File: src/rtl/mem_arbiter_if.sv
// Loader-side port of the memory arbiter: request/grant handshake plus the beat bus.
// The ldr_timeout strobe exists only when ARB_TIMEOUT_EN is defined.
interface mem_arbiter_if #(
  parameter int ADDR_W = 16,
  parameter int DATA_W = 8
);
  logic              ldr_req;
  logic              ldr_valid;
  logic              ldr_we;
  logic [ADDR_W-1:0] ldr_addr;
  logic [DATA_W-1:0] ldr_wdata;
  logic              ldr_gnt;
  logic [DATA_W-1:0] ldr_rdata;
`ifdef ARB_TIMEOUT_EN
  logic              ldr_timeout;

  modport master (
    output ldr_req, ldr_valid, ldr_we, ldr_addr, ldr_wdata,
    input  ldr_gnt, ldr_rdata, ldr_timeout
  );
  modport slave (
    input  ldr_req, ldr_valid, ldr_we, ldr_addr, ldr_wdata,
    output ldr_gnt, ldr_rdata, ldr_timeout
  );
`else
  modport master (
    output ldr_req, ldr_valid, ldr_we, ldr_addr, ldr_wdata,
    input  ldr_gnt, ldr_rdata
  );
  modport slave (
    input  ldr_req, ldr_valid, ldr_we, ldr_addr, ldr_wdata,
    output ldr_gnt, ldr_rdata
  );
`endif
endinterface

File: src/rtl/mem_arbiter.sv
// Shares one memory between the CPU (default owner) and a loader granted at instruction
// boundaries for bounded bursts. Optional idle-grant revocation: define ARB_TIMEOUT_EN.
module mem_arbiter #(
  parameter int ADDR_W    = 16,
  parameter int DATA_W    = 8,
  parameter int MAX_BURST = 16,
  parameter int TIMEOUT   = 255
) (
  input  logic              clk,
  input  logic              rst,
  input  logic              cpu_boundary,
  input  logic [ADDR_W-1:0] cpu_addr,
  input  logic [DATA_W-1:0] cpu_wdata,
  input  logic              cpu_we,
  output logic              cpu_hold,
  mem_arbiter_if.slave      ldr,
  output logic [ADDR_W-1:0] mem_addr,
  output logic [DATA_W-1:0] mem_wdata,
  output logic              mem_we,
  input  logic [DATA_W-1:0] mem_rdata
);

  if (MAX_BURST < 1 || MAX_BURST > 255 || TIMEOUT < 1 || TIMEOUT > 255) begin : g_bad_param
    $error("mem_arbiter: MAX_BURST and TIMEOUT must lie in 1..255");
  end

  localparam logic [1:0] S_CPU  = 2'd0;
  localparam logic [1:0] S_WAIT = 2'd1;
  localparam logic [1:0] S_LDR  = 2'd2;
  localparam logic [1:0] S_COOL = 2'd3;

  localparam logic [7:0] BURST_LIM = 8'(MAX_BURST);

  logic [1:0] state;
  logic [1:0] state_nxt;
  logic [7:0] beat_cnt;
  logic       granted;
  logic       beat;
  logic       burst_done;
  logic       timeout_hit;
  logic       release_ldr;
  logic       enter_ldr;

  assign granted    = (state == S_LDR);
  assign beat       = granted & ldr.ldr_valid;
  assign burst_done = beat && ((beat_cnt + 8'd1) == BURST_LIM);
  assign enter_ldr  = (state == S_WAIT) && cpu_boundary && ldr.ldr_req;

`ifdef ARB_TIMEOUT_EN
  localparam logic [7:0] IDLE_LIM = 8'(TIMEOUT - 1);

  logic [7:0] idle_cnt;
  logic       timeout_q;

  assign timeout_hit = granted && !ldr.ldr_valid && (idle_cnt == IDLE_LIM);

  always_ff @(posedge clk or negedge rst) begin
    if (!rst) begin
      idle_cnt  <= 8'd0;
      timeout_q <= 1'b0;
    end else begin
      timeout_q <= timeout_hit;
      if (enter_ldr || beat)
        idle_cnt <= 8'd0;
      else if (granted)
        idle_cnt <= idle_cnt + 8'd1;
    end
  end

  assign ldr.ldr_timeout = timeout_q;
`else
  assign timeout_hit = 1'b0;
`endif

  assign release_ldr = !ldr.ldr_req || burst_done || timeout_hit;

  // NOTE: default assignment first so every path drives state_nxt and no latch is inferred.
  always_comb begin
    state_nxt = state;
    case (state)
      S_CPU:  if (ldr.ldr_req) state_nxt = S_WAIT;
      S_WAIT: begin
        if (cpu_boundary && ldr.ldr_req) state_nxt = S_LDR;
        else if (!ldr.ldr_req)           state_nxt = S_CPU;
      end
      S_LDR:  if (release_ldr) state_nxt = S_COOL;
      S_COOL: if (cpu_boundary) state_nxt = ldr.ldr_req ? S_WAIT : S_CPU;
      default: state_nxt = S_CPU;
    endcase
  end

  // NOTE: sequential state uses non-blocking assignments so every flop samples pre-edge values.
  always_ff @(posedge clk or negedge rst) begin
    if (!rst) begin
      state    <= S_CPU;
      beat_cnt <= 8'd0;
    end else begin
      state <= state_nxt;
      if (enter_ldr)
        beat_cnt <= 8'd0;
      else if (beat)
        beat_cnt <= beat_cnt + 8'd1;
    end
  end

  // Grant and hold decode straight from the state register, so they drop with async reset.
  assign ldr.ldr_gnt   = granted;
  assign cpu_hold      = granted;
  assign ldr.ldr_rdata = mem_rdata;

  always_comb begin
    if (granted) begin
      mem_addr  = ldr.ldr_addr;
      mem_wdata = ldr.ldr_wdata;
      mem_we    = ldr.ldr_we & ldr.ldr_valid;
    end else begin
      mem_addr  = cpu_addr;
      mem_wdata = cpu_wdata;
      mem_we    = cpu_we;
    end
  end

endmodule

File: src/flat_wrapper.sv
// flat-port wrapper written by rule: the top's interface ports become plain ports
module mem_arbiter_flat 
#(
  parameter int ADDR_W    = 16,
  parameter int DATA_W    = 8,
  parameter int MAX_BURST = 16,
  parameter int TIMEOUT   = 255
)
  (clk, rst, cpu_boundary, cpu_addr, cpu_wdata, cpu_we, cpu_hold, mem_addr, mem_wdata, mem_we, mem_rdata, ldr_ldr_req, ldr_ldr_valid, ldr_ldr_we, ldr_ldr_addr, ldr_ldr_wdata, ldr_ldr_gnt, ldr_ldr_rdata);
  mem_arbiter_if #(.ADDR_W(ADDR_W), .DATA_W(DATA_W)) ldr_i ();
  input  logic clk;
  input  logic rst;
  input  logic cpu_boundary;
  input  logic [ADDR_W-1:0] cpu_addr;
  input  logic [DATA_W-1:0] cpu_wdata;
  input  logic cpu_we;
  output logic cpu_hold;
  output logic [ADDR_W-1:0] mem_addr;
  output logic [DATA_W-1:0] mem_wdata;
  output logic mem_we;
  input  logic [DATA_W-1:0] mem_rdata;
  input wire logic [$bits(ldr_i.ldr_req)-1:0] ldr_ldr_req;
  input wire logic [$bits(ldr_i.ldr_valid)-1:0] ldr_ldr_valid;
  input wire logic [$bits(ldr_i.ldr_we)-1:0] ldr_ldr_we;
  input wire logic [$bits(ldr_i.ldr_addr)-1:0] ldr_ldr_addr;
  input wire logic [$bits(ldr_i.ldr_wdata)-1:0] ldr_ldr_wdata;
  output wire logic [$bits(ldr_i.ldr_gnt)-1:0] ldr_ldr_gnt;
  output wire logic [$bits(ldr_i.ldr_rdata)-1:0] ldr_ldr_rdata;
  assign ldr_i.ldr_req = ldr_ldr_req;
  assign ldr_i.ldr_valid = ldr_ldr_valid;
  assign ldr_i.ldr_we = ldr_ldr_we;
  assign ldr_i.ldr_addr = ldr_ldr_addr;
  assign ldr_i.ldr_wdata = ldr_ldr_wdata;
  assign ldr_ldr_gnt = ldr_i.ldr_gnt;
  assign ldr_ldr_rdata = ldr_i.ldr_rdata;
  mem_arbiter #(.ADDR_W(ADDR_W), .DATA_W(DATA_W), .MAX_BURST(MAX_BURST), .TIMEOUT(TIMEOUT)) u_core (.clk(clk), .rst(rst), .cpu_boundary(cpu_boundary), .cpu_addr(cpu_addr), .cpu_wdata(cpu_wdata), .cpu_we(cpu_we), .cpu_hold(cpu_hold), .ldr(ldr_i), .mem_addr(mem_addr), .mem_wdata(mem_wdata), .mem_we(mem_we), .mem_rdata(mem_rdata));
endmodule
File: config.mk
export PLATFORM = sky130hd
export DESIGN_NAME = mem_arbiter_flat
export DESIGN_NICKNAME = d
export VERILOG_FILES = /design/src/rtl/mem_arbiter_if.sv /design/src/rtl/mem_arbiter.sv /design/src/flat_wrapper.sv
export SDC_FILE = /design/constraint.sdc
export NUM_CORES = 1
export LEC_CHECK = 0
export ABC_AREA = 1
export CAP_MARGIN = 15
export CORE_MARGIN = 3
export CORE_UTILIZATION = 27
export DETAILED_ROUTE_END_ITERATION = 16
export GPL_TIMING_DRIVEN = 0
export PLACE_DENSITY_LB_ADDON = 0.1
export SLEW_MARGIN = 20
export SYNTH_ARGS = -nofsm -noshare
export SYNTH_HDL_FRONTEND = slang
export SYNTH_SLANG_ARGS = --single-unit
File: constraint.sdc
create_clock -name clk -period 1.5 [get_ports clk]
set_clock_uncertainty 0.1 [all_clocks]
set_input_delay 0.375 -clock clk [delete_from_list [all_inputs] [get_ports clk]]
set_output_delay 0.375 -clock clk [all_outputs]
set_load 0.01 [all_outputs]
==> run summary <==
final worst setup slack: -0.324 ns
asr flop ratio synth: 1.00
worst path arrival time: 1.35 ns
Critical Path RT: 1.02 ns
#FFs+latches synth: 10
# rows: 21
Mapped Cells: 173
Routed wire per std cell: 12.7 um
startpoint class of the critical path: flop
Final Slew Violations: 0
Post-synth EDFFs: 0
fraction of layout cells with a size suffix above 1: 0.270
total number of vias: 1,413
Hold/Removal Path Class: input port to async pin
Worst slew margin: 0.689
Worst-Skew Late Latency: 0.24 ns
Routability Congestion: 0.748
final instance area: 2160 um^2
I/O Pins: 98
DP HPWL: 3.06 mm
minimum clock period after layout: 1.82 ns
DP Worst Slack: -0.758 ns
setup TNS: -7.20 ns
CTS tree: done
CTS root buf: clkbuf_8
max cap viols: 0
# hold bufs at CTS: 0
Starting Density: 0.289
area leader, netlist: nand2_1
Tcrit/Tclk final: 1.22
Crit. End Element: output pin
Avg Cell Area, Syn: 5.75 um^2
htree depth: 1
crit-path max FO: 7
failing checks: setup timing
post-synthesis sequential area ratio: 0.252
gr usage total: 0.177
status: finished, violations left
Iteration-0 DRC Markers: 44
Post-Syn Nets: 238
total grt overflow: 0
clk slew on worst S/H paths: 0.05 ns
clk buf depth: 2
Yosys top cell area share: 0.366
Crit Path Category: flop to output pin
final net count: 344
vias in the first global route: 1,235
Synth cell types: 21
CTS sink cnt: 10
Max Fclk: 0.548 GHz
DR DRC count: 0
IO buf count: 89
antenna viol nets, final: 0
Die Footprint: 4450 um^2
First-pass DRT Iterations: 4
Die W: 66.7 um
Core ar.: 3440 um^2
Final Hold Viols: 0
RSZ-0062 raised after global routing: true
CTS Buf Count: 3
final setup violating endpoints: 29
most numerous cell in the Yosys netlist: nand2_1
synth top area cells: nand2_1 37%, dfrtp_1 25%, buf_4 6.8%
first-pass GRT wire length: 6.07 mm
initial antenna violation count: 0
Die H: 66.7 um
post-layout util: 0.627
post-synthesis cell area: 995 um^2
maximum vdd drop: 0.809 mV
DP Area: 1960 um^2
top cells by count, synth: 97 x nand2_1, 13 x inv_1, 10 x dfrtp_1, 10 x nor2_1, 9 x buf_4
area grow syn2layout: 117%
Diodes inserted: 0
static leakage: 0.00106 uW
routed wire length: 4.10 mm
Syn. warnings: 0
PD cells: 1290 nW/um^2
worst hold margin: 0.354 ns
drt via density: 4.36
Main synth FF type: dfrtp_1
largest net degree at the start of global routing: 11
actual slew at the worst max-slew pin: 0.465 ns
[final timing paths]
kind / start / to / cells past startpoint / slack, ns
max: u_core.state[0] / mem_wdata[5] / 8 / -0.32
max in group asynchronous: rst / async pin / 1 / 0.60
min reg2reg: u_core.beat_cnt[7] / u_core.beat_cnt[7] / 2 / 0.46
max reg2reg: u_core.state[0] / flop / 12 / -0.21
min: rst / u_core.beat_cnt[1] / 1 / 0.35
min in group clk: u_core.beat_cnt[7] / u_core.beat_cnt[7] / 2 / 0.46
[worst max-delay path, cell delays in order, from the launching register on]
cell	delay, ns
dfrtp_1	0.38
inv_2	0.11
nand2_8	0.09
inv_8	0.09
buf_12	0.10
buf_8	0.11
nand2_1	0.05
nand2_1	0.05
buf_2	0.12
[cell type report]
class                   count  area [um^2]
flip-flops and latches     10          254
multi-input cells         136          658
fillers                   310         1280
well taps                  46         57.6
inverters                  14         60.1
plain buffers              13          136
repair buffers            101          936
clock buffers               4         55.1
[registers in the layout, indices dropped and copies added (netlist names), named ones only]
register	count
u_core.beat_cnt	8
u_core.state	1
[cell usage in the layout, fill, tap and decap left out, drive strengths merged]
cell type and count:
nor3 1, a21oi 2, nand2 98, buf 50, clkdlybuf4s50 62, dfrtp 10, xor2 1, ha 2
a22o 1, clkbuf 6, nand4 2, o22ai 2, nor2 11, o21ai 7, nand3 8, inv 14
o21bai 1
[stage by stage]
step | cells | power, uW
2_1_floorplan | 173 | 1270
3_3_place_gp | 308 | 2090
3_5_place_dp | 308 | 2100
4_1_cts | 324 | 2780
5_1_grt | 324 | 2990
6_report | 324 | 2790
[where the power goes]
| part | switching, uW | internal, uW | leakage (uW) |
|---|---|---|---|
| Sequential | 120 | 358 | 0.000130 |
| Clock | 118 | 232 | 0.0000288 |
| Combinational | 929 | 1030 | 0.000903 |
[layer usage]
layer,global-route usage,up-vias,wire length [um]
met5,0,-,0
met4,0.0381,0,30
met3,0.0607,4,505
met2,0.286,67,1860
met1,0.225,599,1700
li1,-,743,-
[logic make-up (layout without fill, tap and decap cells)]
logic type | Yosys count | in the layout | synth area share
compound gates | 13 | 13 | 0.0780
fa+ha+maj | 2 | 2 | 0.0252
flops | 10 | 10 | 0.252
xor+xnor | 1 | 1 | 0.00881
buf+inv | 27 | 132 | 0.138
simple gates | 120 | 120 | 0.498
[timing repair]
action | in CTS | in global routing
pin swaps | 5 | 0
cloned | 2 | 0
setup endpoints to repair | 36 | 37
setup buffers | 10 | 0
resized for setup | 141 | 7
Power figures use the tool's default switching activity.
